## config.mk

```make
export PLATFORM = sky130hd
export DESIGN_NAME = systolic_feed_ctrl_flat
export DESIGN_NICKNAME = d
export VERILOG_FILES = /design/src/rtl/systolic_feed_ctrl_if.sv /design/src/rtl/systolic_feed_ctrl.sv /design/src/flat_wrapper.sv
export SDC_FILE = /design/constraint.sdc
export NUM_CORES = 1
export LEC_CHECK = 0
export CAP_MARGIN = 20
export CORE_MARGIN = 3
export CORE_UTILIZATION = 45
export DETAILED_ROUTE_END_ITERATION = 6
export PLACE_DENSITY = 0.61
export SLEW_MARGIN = 10
export SYNTH_ARGS = -nofsm -noshare
export SYNTH_HDL_FRONTEND = slang
export SYNTH_SLANG_ARGS = --single-unit
```

## constraint.sdc

```tcl
create_clock -name clk -period 17.1 [get_ports clk]
set_input_delay 3.42 -clock clk [delete_from_list [all_inputs] [get_ports clk]]
set_output_delay 3.42 -clock clk [all_outputs]
set_load 0.05 [all_outputs]
```

## src/rtl/systolic_feed_ctrl_if.sv

```systemverilog
// Host-side and array-side signals of the systolic feed controller; master = host/array side, slave = controller.
// The abort input exists only when SYSTOLIC_ABORT_EN is defined.
interface systolic_feed_ctrl_if #(
    parameter int DATA_W = 8
);
    logic              wr_en;
    logic              wr_sel;
    logic [3:0]        wr_addr;
    logic [DATA_W-1:0] wr_data;
    logic              start;
    logic              busy;
    logic              done;
    logic [DATA_W-1:0] result;
    logic              arr_reset;
    logic [DATA_W-1:0] arr_a_0;
    logic [DATA_W-1:0] arr_a_1;
    logic [DATA_W-1:0] arr_a_2;
    logic [DATA_W-1:0] arr_b_0;
    logic [DATA_W-1:0] arr_b_1;
    logic [DATA_W-1:0] arr_b_2;
    logic [DATA_W-1:0] arr_out;
`ifdef SYSTOLIC_ABORT_EN
    logic              abort;

    modport master (
        output wr_en, wr_sel, wr_addr, wr_data, start, arr_out, abort,
        input  busy, done, result, arr_reset,
               arr_a_0, arr_a_1, arr_a_2, arr_b_0, arr_b_1, arr_b_2
    );
    modport slave (
        input  wr_en, wr_sel, wr_addr, wr_data, start, arr_out, abort,
        output busy, done, result, arr_reset,
               arr_a_0, arr_a_1, arr_a_2, arr_b_0, arr_b_1, arr_b_2
    );
`else
    modport master (
        output wr_en, wr_sel, wr_addr, wr_data, start, arr_out,
        input  busy, done, result, arr_reset,
               arr_a_0, arr_a_1, arr_a_2, arr_b_0, arr_b_1, arr_b_2
    );
    modport slave (
        input  wr_en, wr_sel, wr_addr, wr_data, start, arr_out,
        output busy, done, result, arr_reset,
               arr_a_0, arr_a_1, arr_a_2, arr_b_0, arr_b_1, arr_b_2
    );
`endif
endinterface

```

## src/rtl/systolic_feed_ctrl.sv

```systemverilog
// Sequencer for a 3x3 systolic array: buffers A/B, clears the array, feeds skewed operands, drains, captures result.
// Latency: start at edge k -> done in cycle k+12, busy k+1..k+12. No backpressure; start/writes ignored while busy.
// SYSTOLIC_ABORT_EN adds an abort input that returns CLEAR/FEED/DRAIN to IDLE with a one-cycle arr_reset pulse.
module systolic_feed_ctrl #(
    parameter int DATA_W    = 8,
    parameter int N         = 3,
    parameter int DRAIN_CYC = 3
) (
    input logic                 clk,
    input logic                 reset,
    systolic_feed_ctrl_if.slave bus
);
    localparam int ELEMS    = N * N;
    localparam int FEED_CYC = 3 * N - 2;
    localparam int IDX_W    = $clog2(ELEMS);
    localparam int CNT_MAX  = (FEED_CYC > DRAIN_CYC) ? FEED_CYC : DRAIN_CYC;
    localparam int CNT_W    = $clog2(CNT_MAX + 1);

    localparam logic [3:0]       ELEMS_A    = 4'(ELEMS);
    localparam logic [CNT_W-1:0] LAST_FEED  = CNT_W'(FEED_CYC - 1);
    localparam logic [CNT_W-1:0] LAST_DRAIN = CNT_W'(DRAIN_CYC - 1);

    typedef enum logic [2:0] {
        S_IDLE,
        S_CLEAR,
        S_FEED,
        S_DRAIN,
        S_CAP
    } state_t;

    state_t                        state;
    state_t                        nxt_state;
    logic [CNT_W-1:0]              cnt;
    logic [CNT_W-1:0]              nxt_cnt;
    logic                          abort_req;
    logic                          abort_hit;

    logic [ELEMS-1:0][DATA_W-1:0]  a_buf;
    logic [ELEMS-1:0][DATA_W-1:0]  b_buf;

    logic [N-1:0][DATA_W-1:0]      nxt_a;
    logic [N-1:0][DATA_W-1:0]      nxt_b;
    logic [N-1:0][DATA_W-1:0]      a_q;
    logic [N-1:0][DATA_W-1:0]      b_q;
    logic                          busy_q;
    logic                          done_q;
    logic                          arr_reset_q;
    logic [DATA_W-1:0]             result_q;

`ifdef SYSTOLIC_ABORT_EN
    assign abort_req = bus.abort;
`else
    assign abort_req = 1'b0;
`endif

    always_ff @(posedge clk or posedge reset) begin
        if (reset) begin
            state <= S_IDLE;
            cnt   <= '0;
        end else begin
            state <= nxt_state;
            cnt   <= nxt_cnt;
        end
    end

    always_comb begin
        nxt_state = state;
        nxt_cnt   = cnt;
        abort_hit = 1'b0;
        case (state)
            S_IDLE: begin
                if (bus.start) begin
                    nxt_state = S_CLEAR;
                    nxt_cnt   = '0;
                end
            end
            S_CLEAR: begin
                nxt_state = S_FEED;
                nxt_cnt   = '0;
            end
            S_FEED: begin
                if (cnt == LAST_FEED) begin
                    nxt_state = S_DRAIN;
                    nxt_cnt   = '0;
                end else begin
                    nxt_cnt = cnt + CNT_W'(1);
                end
            end
            S_DRAIN: begin
                if (cnt == LAST_DRAIN) begin
                    nxt_state = S_CAP;
                    nxt_cnt   = '0;
                end else begin
                    nxt_cnt = cnt + CNT_W'(1);
                end
            end
            S_CAP: begin
                nxt_state = S_IDLE;
                nxt_cnt   = '0;
            end
            default: begin
                nxt_state = S_IDLE;
                nxt_cnt   = '0;
            end
        endcase
        // Abort wins over the normal advance; CAP is allowed to finish.
        if (abort_req && (state == S_CLEAR || state == S_FEED || state == S_DRAIN)) begin
            nxt_state = S_IDLE;
            nxt_cnt   = '0;
            abort_hit = 1'b1;
        end
    end

    // Operand buffers only accept writes while idle, so a running job sees a stable matrix.
    always_ff @(posedge clk or posedge reset) begin
        if (reset) begin
            a_buf <= '0;
            b_buf <= '0;
        end else if (state == S_IDLE && bus.wr_en && bus.wr_addr < ELEMS_A) begin
            if (bus.wr_sel) begin
                b_buf[IDX_W'(bus.wr_addr)] <= bus.wr_data;
            end else begin
                a_buf[IDX_W'(bus.wr_addr)] <= bus.wr_data;
            end
        end
    end

    // Operands are computed for the upcoming cycle so the registered outputs line up with FEED step t.
    always_comb begin
        nxt_a = '0;
        nxt_b = '0;
        if (nxt_state == S_FEED) begin
            for (int i = 0; i < N; i++) begin
                if (int'(nxt_cnt) >= i && int'(nxt_cnt) - i < N) begin
                    nxt_a[i] = a_buf[IDX_W'(i * N + int'(nxt_cnt) - i)];
                    nxt_b[i] = b_buf[IDX_W'((int'(nxt_cnt) - i) * N + i)];
                end
            end
        end
    end

    always_ff @(posedge clk or posedge reset) begin
        if (reset) begin
            busy_q      <= 1'b0;
            done_q      <= 1'b0;
            arr_reset_q <= 1'b1;
            result_q    <= '0;
            a_q         <= '0;
            b_q         <= '0;
        end else begin
            busy_q      <= (nxt_state != S_IDLE);
            done_q      <= (nxt_state == S_CAP);
            arr_reset_q <= (nxt_state == S_CLEAR) || abort_hit;
            a_q         <= nxt_a;
            b_q         <= nxt_b;
            if (state == S_CAP) begin
                result_q <= bus.arr_out;
            end
        end
    end

    assign bus.busy      = busy_q;
    assign bus.done      = done_q;
    assign bus.arr_reset = arr_reset_q;
    assign bus.result    = result_q;
    assign bus.arr_a_0   = a_q[0];
    assign bus.arr_a_1   = a_q[1];
    assign bus.arr_a_2   = a_q[2];
    assign bus.arr_b_0   = b_q[0];
    assign bus.arr_b_1   = b_q[1];
    assign bus.arr_b_2   = b_q[2];

endmodule
```

## src/flat_wrapper.sv

```systemverilog
// flat-port wrapper written by rule: the top's interface ports become plain ports
module systolic_feed_ctrl_flat 
#(
    parameter int DATA_W    = 8,
    parameter int N         = 3,
    parameter int DRAIN_CYC = 3
)
  (clk, reset, bus_wr_en, bus_wr_sel, bus_wr_addr, bus_wr_data, bus_start, bus_arr_out, bus_busy, bus_done, bus_result, bus_arr_reset, bus_arr_a_0, bus_arr_a_1, bus_arr_a_2, bus_arr_b_0, bus_arr_b_1, bus_arr_b_2);
  systolic_feed_ctrl_if #(.DATA_W(DATA_W)) bus_i ();
  input logic clk;
  input logic reset;
  input wire logic [$bits(bus_i.wr_en)-1:0] bus_wr_en;
  input wire logic [$bits(bus_i.wr_sel)-1:0] bus_wr_sel;
  input wire logic [$bits(bus_i.wr_addr)-1:0] bus_wr_addr;
  input wire logic [$bits(bus_i.wr_data)-1:0] bus_wr_data;
  input wire logic [$bits(bus_i.start)-1:0] bus_start;
  input wire logic [$bits(bus_i.arr_out)-1:0] bus_arr_out;
  output wire logic [$bits(bus_i.busy)-1:0] bus_busy;
  output wire logic [$bits(bus_i.done)-1:0] bus_done;
  output wire logic [$bits(bus_i.result)-1:0] bus_result;
  output wire logic [$bits(bus_i.arr_reset)-1:0] bus_arr_reset;
  output wire logic [$bits(bus_i.arr_a_0)-1:0] bus_arr_a_0;
  output wire logic [$bits(bus_i.arr_a_1)-1:0] bus_arr_a_1;
  output wire logic [$bits(bus_i.arr_a_2)-1:0] bus_arr_a_2;
  output wire logic [$bits(bus_i.arr_b_0)-1:0] bus_arr_b_0;
  output wire logic [$bits(bus_i.arr_b_1)-1:0] bus_arr_b_1;
  output wire logic [$bits(bus_i.arr_b_2)-1:0] bus_arr_b_2;
  assign bus_i.wr_en = bus_wr_en;
  assign bus_i.wr_sel = bus_wr_sel;
  assign bus_i.wr_addr = bus_wr_addr;
  assign bus_i.wr_data = bus_wr_data;
  assign bus_i.start = bus_start;
  assign bus_i.arr_out = bus_arr_out;
  assign bus_busy = bus_i.busy;
  assign bus_done = bus_i.done;
  assign bus_result = bus_i.result;
  assign bus_arr_reset = bus_i.arr_reset;
  assign bus_arr_a_0 = bus_i.arr_a_0;
  assign bus_arr_a_1 = bus_i.arr_a_1;
  assign bus_arr_a_2 = bus_i.arr_a_2;
  assign bus_arr_b_0 = bus_i.arr_b_0;
  assign bus_arr_b_1 = bus_i.arr_b_1;
  assign bus_arr_b_2 = bus_i.arr_b_2;
  systolic_feed_ctrl #(.DATA_W(DATA_W), .N(N), .DRAIN_CYC(DRAIN_CYC)) u_core (.clk(clk), .reset(reset), .bus(bus_i));
endmodule
```

==> reports/metrics.csv, run 1 <==
stage,metric,value,unit
outcome,status,"complete, no violations",
final_layout,final_layout_size_suffix_gt1_share,24.6,%
route,wl_per_cell,23.8,um
setup_path,path_class,in2reg,
clock_network,h-tree-depth,1,
die,die_h,158,um
die,rows,55,
hold_path,hold_path_depth,1,
setup_path,cp.arrival,8.18,ns
sta,min_period,7.80,ns
final_layout,antenna_cells,0,
route,drc,0,
final_layout,instances_no_fill,1181,
sta,finalHoldViolations,0,
die,initial_core_util,46.0,%
clock_network,cts_sinks,209,
synthesis,synth-edff-count,0,
synthesis,synth-seq-cells,209,
synthesis,syn_inst,821,
route,first_pass_iters,5,
grt,grt_util_all_layers,22.6,%
synthesis,yosys.area_share.xor_xnor,0.755,%
setup_path,startpoint_type,primary input,
synthesis,yosys.area_share.simple,6.62,%
final_layout,fin_area,12300,um^2
sta,fin_crit_sh,45.6,%
route,wl,28.1,mm
clock_network,clk_path_buf_depth,3,
setup_path,worstReg2RegStart,u_core.cnt[0]$_DFF_PP0_,
die,die_area,25100,um^2
placement,dp.final_hpwl,19.5,mm
synthesis,syn-cell-area,10400,um^2
synthesis,synth_nets,865,
synthesis,seq_area_frac_synth,50.1,%
clock_network,clock_latency,0.51,ns
setup_path,critPathMaxFanout,20,
final_layout,seqCellArea,5230,um^2
final_layout,fin_nets,923,
synthesis,yosys_warnings,0,
final_layout,fillers,1937,
synthesis,synth-adder-area-share,2.49,%
synthesis,synthArstFlopShare,100,%
sta,setup_tns,0,ns
final_layout,multiInputGateArea,4870,um^2
setup_path,ff2ff_path_depth,13,
grt,grt_pass1_vias,7255,
synthesis,synthMuxAreaShare,26.6,%
sta,rsz0062_at_grt,false,
grt,antenna_found_initial,0,
sta,max_freq,128,MHz
placement,dp_cells,1138,
hold_path,hp-class,reg2reg,
synthesis,syn_avg_cell_area,12.7,um^2
die,pin_count,84,
setup_path,cp-end-kind,register,
clock_network,ctsResizeCount,0,
placement,place_congestion,0.991,
route,drt_iter0_markers,618,
grt,grt_pass1_wl,43.5,mm
synthesis,ys.flop_type,dfrtp_1,
hold_path,hp-start,u_core.a_buf[39]$_DFFE_PP0P_,
sta,setup_violations,0,
route,vias_per_cell,6.05,
setup_path,r2r_end,u_core.bus.arr_b_2[7]$_DFF_PP0_,
die,core_area,22700,um^2
clock_network,cts_tree,yes,
synthesis,ys_types,61,
synthesis,synth_compound_area_share,10.1,%
die,fp.dieW,158,um
setup_path,rrSetupSlack,11.96,ns
grt,overflow,0,
sta,slew_violations,0,
clock_network,cts_setup_buffers,0,
sta,clock-skew-final,0.00848,ns
route,via_count,7141,
clock_network,path_clk_slew,0.06,ns
clock_network,hold_buffers,0,
final_layout,syn_to_final_growth,17.5,%
synthesis,synth_top_family_by_area,multiplexers,
placement,placed_cell_area,11400,um^2
flow_run,maxCapViolCount,0,
setup_path,required,17.48,ns
sta,max_slew.worst_pin.slew,1.07,ns
clock_network,tritoncts.num_buffers,24,
route,postRouteAntennaNets,0,
hold_path,hold_end,u_core.a_buf[39]$_DFFE_PP0P_,
grt,grt_max_degree,139,
sta,relSlewSlack,28.4,%
placement,place.port_buffers,83,
clock_network,cts_root_buf,clkbuf_16,
## cell usage after synthesis, types with 3 or more instances
library cell,number,area share [%]
dfrtp_1,208,50
mux2_2,145,16
mux2i_1,81,7.8
clkbuf_1,31,1.1
nor2_1,31,1.1
nand3_1,25,1.2
nand2_1,23,0.83
a22oi_1,22,1.6
inv_1,17,0.61
ha_1,16,1.9
o22ai_1,16,0.96
a32o_1,13,1.2
buf_2,12,0.58
a211oi_1,11,0.79
mux4_2,11,2.4
a21oi_1,10,0.48
and2_1,10,0.60
and3_1,8,0.48
mux2_1,8,0.86
o22ai_2,8,0.96
o31a_1,8,0.67
buf_1,6,0.22
nand2b_1,6,0.36
nor3_1,6,0.29
o21a_1,6,0.43
o32ai_1,6,0.50
xnor2_1,6,0.50
a31oi_1,5,0.30
a32oi_1,5,0.42
a21o_1,4,0.29
nor3_2,4,0.38
or2_2,4,0.24
or3_1,4,0.24
a211o_1,3,0.25
a311oi_1,3,0.25
buf_4,3,0.22
fa_1,3,0.58
nor2b_1,3,0.18
xor2_1,3,0.25
## cell families after synthesis
family	Yosys count
AND/OR/NAND/NOR	134
flip-flops	209
adder cells (fa/ha/maj)	19
XOR/XNOR	9
multiplexers	245
AO/OA/AOI/OAI	132
buffers and inverters	73
## registers in the layout (all words and copies together), names as in the netlist
signal,flops
u_core.a_buf,72
u_core.bus.result,8
u_core.cnt,3
u_core.bus.arr_b_1,8
u_core.bus.done,1
u_core.bus.arr_b_0,8
u_core.bus.busy,1
u_core.bus.arr_a_0,8
u_core.bus.arr_a_1,8
u_core.bus.arr_b_2,8
u_core.bus.arr_reset,1
u_core.b_buf,72
u_core.state,3
u_core.bus.arr_a_2,8
## critical path, cell delays in order
cell	delay, ns
clkdlybuf4s50_1	0.48
nor4_1	0.39
nand2_1	0.14
nand3_1	0.57
inv_1	0.33
ha_1	0.72
xnor2_1	0.19
ha_1	0.36
xor2_1	0.57
nor2_1	0.34
and3_1	0.29
a311oi_1	0.25
a31oi_1	0.13
## per-layer routing
layer  vias to the layer above  global-route usage, %  routed length, um
li1                       3158                      -                  -
met1                      3683                   36.4              13600
met2                       268                   32.6              12000
met3                        32                   3.48               2060
met4                         0                   4.18                360
met5                         -                      0                  0
## stage by stage
| stage | util [%] | hold slack [ns] | setup WS, ns |
|---|---|---|---|
| after global routing | 54.0 | 0.515 | 8.86 |
| after global placement | 50.2 | 0.474 | 9.03 |
| after detailed placement | 50.2 | 0.481 | 8.86 |
| after floorplan | - | 0.464 | 7.97 |
| final | 54.0 | 0.492 | 9.30 |
| after CTS | 54.0 | 0.494 | 9.36 |
## how the worst max path moves through the flow
stage               from                         endpoint  slack (ns)  cells past startpoint
2_1_floorplan      reset      u_core.a_buf[0]$_DFFE_PP0P_        7.97                      1
3_3_place_gp   bus_start  u_core.bus.arr_b_2[7]$_DFF_PP0_        9.03                     13
3_5_place_dp   bus_start  u_core.bus.arr_b_2[1]$_DFF_PP0_        8.86                     13
4_1_cts        bus_start  u_core.bus.arr_b_2[1]$_DFF_PP0_        9.36                     13
5_1_grt        bus_start  u_core.bus.arr_b_2[1]$_DFF_PP0_        8.86                     13
6_report       bus_start  u_core.bus.arr_b_2[7]$_DFF_PP0_        9.30                     13
## cells in the final DEF, fill, tap and decap left out, types with 4 or more instances in the layout
cell | netlist | routed
dfrtp_1 | 208 | 208
mux2_2 | 145 | 145
clkdlybuf4s50_1 | 0 | 83
mux2i_1 | 81 | 81
nor2_1 | 31 | 31
nand3_1 | 25 | 25
clkbuf_16 | 0 | 25
nand2_1 | 23 | 23
a22oi_1 | 22 | 22
o22ai_1 | 16 | 16
ha_1 | 16 | 16
inv_1 | 17 | 15
a32o_1 | 13 | 13
mux4_2 | 11 | 11
a211oi_1 | 11 | 11
a21oi_1 | 10 | 10
and2_1 | 10 | 10
mux2_1 | 8 | 8
and3_1 | 8 | 8
o31a_1 | 8 | 8
o22ai_2 | 8 | 8
clkbuf_8 | 0 | 7
nor3_1 | 6 | 6
nand2b_1 | 6 | 6
xnor2_1 | 6 | 6
o21a_1 | 6 | 6
o32ai_1 | 6 | 6
a31oi_1 | 5 | 5
a32oi_1 | 5 | 5
or3_1 | 4 | 4
nor3_2 | 4 | 4
a21o_1 | 4 | 4
or2_2 | 4 | 4
clkbuf_1 | 31 | 4
bufinv_16 | 0 | 4
buf_4 | 3 | 4
## cell type report
class	count	area share, %
clock buffer	36	6.01
multi-input combinational	539	39.7
sequential	209	42.6
tap	285	2.91
inverter	18	0.653
timing repair buffer	87	7.02
clock inverter	7	1.10
Power of run 1 is not shown: default switching activity piles up to over one toggle a cycle in this logic, so the estimate is an artifact.
==> run 2: changes to the inputs <==
clock period = 7.45 ns   (was 17.1 ns; I/O delays follow)
==> run 2 against run 1 <==
Net effect:
- register-to-register slack got worse by 9.7 ns
- final cell count about the same
- final area is essentially flat
- critical path type unchanged
==> reports/metrics.csv, run 2 (synthesis results as in run 1) <==
stage,metric,value,unit,change
hold_path,hold_path_depth,1,,unchanged
setup_path,startpoint_type,primary input,,
setup_path,worstReg2RegStart,u_core.cnt[0]$_DFF_PP0_,,
sta,slew_violations,0,,unchanged
clock_network,ctsResizeCount,0,,unchanged
setup_path,cpPeakStageDelay,0.73,ns,about the same
flow_run,maxCapViolCount,0,,unchanged
route,wl_per_cell,23.4,um,-1.6%
sta,fin_crit_sh,80.7,%,
sta,rsz0062_at_grt,false,,
clock_network,tritoncts.num_buffers,24,,unchanged
setup_path,cp.arrival,6.39,ns,-1.79 ns
sta,setup_violations,0,,unchanged
die,initial_core_util,46.0,%,unchanged
clock_network,cts_sinks,209,,unchanged
route,wl,27.6,mm,-1.6%
setup_path,cp_cell_sequence,clkdlybuf4s50_1 -> nor4_1 -> nand2_1 -> nand3_1 -> inv_1 -> ha_1 -> xnor2_1 -> ha_1 -> xor2_1 -> nor2_1 -> and3_1 -> a311oi_1 -> a31oi_1,,
final_layout,fillers,1929,,-0.41%
sta,min_period,6.01,ns,
die,rows,55,,unchanged
placement,placed_cell_area,11400,um^2,unchanged
sta,max_slew.worst_pin.slew,1.02,ns,-0.0461 ns
placement,place.port_buffers,83,,unchanged
hold_path,hold_end,u_core.a_buf[32]$_DFFE_PP0P_,,
setup_path,required,7.83,ns,-9.65 ns
final_layout,layout_common_cells,"dfrtp_1, mux2_2, clkdlybuf4s50_1",,
hold_path,hp-start,u_core.a_buf[32]$_DFFE_PP0P_,,
setup_path,worst-path-buf-inv,2,,unchanged
clock_network,h-tree-depth,1,,unchanged
grt,overflow,0,,unchanged
outcome,status,"complete, no violations",,
setup_path,cp-end-kind,register,,
sta,relSlewSlack,31.2,%,+2.8 points
final_layout,antenna_cells,0,,unchanged
clock_network,cts_setup_buffers,0,,unchanged
hold_path,hp-class,reg2reg,,
die,die_area,25100,um^2,unchanged
setup_path,ff2ff_path_depth,13,,unchanged
setup_path,rrSetupSlack,2.23,ns,-9.73 ns
sta,finalHoldViolations,0,,unchanged
clock_network,clock_latency,0.51,ns,about the same
die,fp.dieW,158,um,unchanged
clock_network,path_clk_slew,0.06,ns,about the same
final_layout,fin_area,12300,um^2,about the same
setup_path,critPathMaxFanout,20,,unchanged
grt,grt_pass1_wl,42.4,mm,-2.6%
route,vias_per_cell,6.04,,-0.14%
clock_network,clk_path_buf_depth,3,,unchanged
setup_path,cp_top_family,simple AND/OR/NAND/NOR gates,,
sta,setup_tns,0,ns,unchanged
final_layout,final_layout_size_suffix_gt1_share,24.6,%,+0.084 points
die,core_area,22700,um^2,unchanged
grt,antenna_found_initial,0,,unchanged
route,postRouteAntennaNets,0,,unchanged
clock_network,hold_buffers,0,,unchanged
die,die_h,158,um,unchanged
clock_network,cts_root_buf,clkbuf_16,,
grt,grt_max_degree,146,,+5.0%
sta,clock-skew-final,0.00742,ns,-0.00107 ns
placement,dp.final_hpwl,19.5,mm,-0.27%
route,drc,0,,unchanged
final_layout,layout_commonest_cell,dfrtp_1,,
route,drt_iter0_markers,518,,-16%
final_layout,fin_nets,923,,unchanged
route,first_pass_iters,7,,+2
final_layout,syn_to_final_growth,17.4,%,about the same
setup_path,cpMostUsedCell,ha_1,,
final_layout,biggestRegsByFlops,"u_core.a_buf: 72 flops, u_core.b_buf: 72 flops",,
grt,grt_pass1_vias,7071,,-2.5%
clock_network,cts_tree,yes,,
sta,max_freq,166,MHz,
setup_path,cpMaxStageDelayCell,ha_1,,
placement,place_congestion,0.937,,-5.4%
grt,grt_util_all_layers,22.1,%,-0.52 points
die,pin_count,84,,unchanged
route,via_count,7137,,-0.056%
setup_path,path_class,in2reg,,
setup_path,r2r_end,u_core.bus.arr_b_2[7]$_DFF_PP0_,,
[run 2: cell count changes in the layout (fill, tap and decap cells not counted), sizes merged]
cell,previous run,this run
bufinv,4,3
clkbuf,36,38
[run 2: layout make-up]
class                      count  area (um^2)  share of cell area (%)
tap                          285          357                    2.91
inverter                      18         80.1                   0.653
sequential                   209         5230                    42.6
clock buffer                  38          764                    6.23
multi-input combinational    539         4870                    39.7
clock inverter                 6          105                   0.857
timing repair buffer          87          861                    7.02
[run 2: stage by stage]
step	worst slack [ns]	hold WS [ns]	instances	util (%)
2_1_floorplan	0.252	0.464	821	-
3_3_place_gp	1.37	0.473	1138	50.2
3_5_place_dp	1.05	0.480	1138	50.2
4_1_cts	1.52	0.493	1182	54.0
5_1_grt	1.05	0.514	1182	54.0
6_report	1.44	0.490	1182	54.0
[run 2: worst reg2reg max path: cells and delay by family, from the launching register on]
kind                       cells  cell delay, ns
adders and majority gates      3            1.40
AOI/OAI and AO/OA              3            0.91
and+or+nand+nor                3            1.13
buffers and inverters          2            0.40
DFF                            1            0.44
xor gates and xnor gates       2            0.83
[run 2: routing by layer]
layer / track usage [%] / part of all wire, % / vias up
met5: 0 / 0 / -
li1: - / - / 3172
met1: 34.2 / 47 / 3614
met4: 3.52 / 1.4 / 0
met3: 3.97 / 7.6 / 41
met2: 33.2 / 44 / 310
[run 2: worst max path at each step]
stage	slack, ns	start	cells after the start	to
finish	1.44	bus_start	13	u_core.bus.arr_b_2[7]$_DFF_PP0_
global route	1.05	bus_start	13	u_core.bus.arr_b_2[7]$_DFF_PP0_
CTS	1.52	bus_start	13	u_core.bus.arr_b_2[7]$_DFF_PP0_
detailed placement	1.05	bus_start	13	u_core.bus.arr_b_2[7]$_DFF_PP0_
global placement	1.37	bus_start	13	u_core.bus.arr_b_2[7]$_DFF_PP0_
floorplan	0.25	reset	1	u_core.a_buf[0]$_DFFE_PP0P_
Power of run 2 is left out for the same reason.
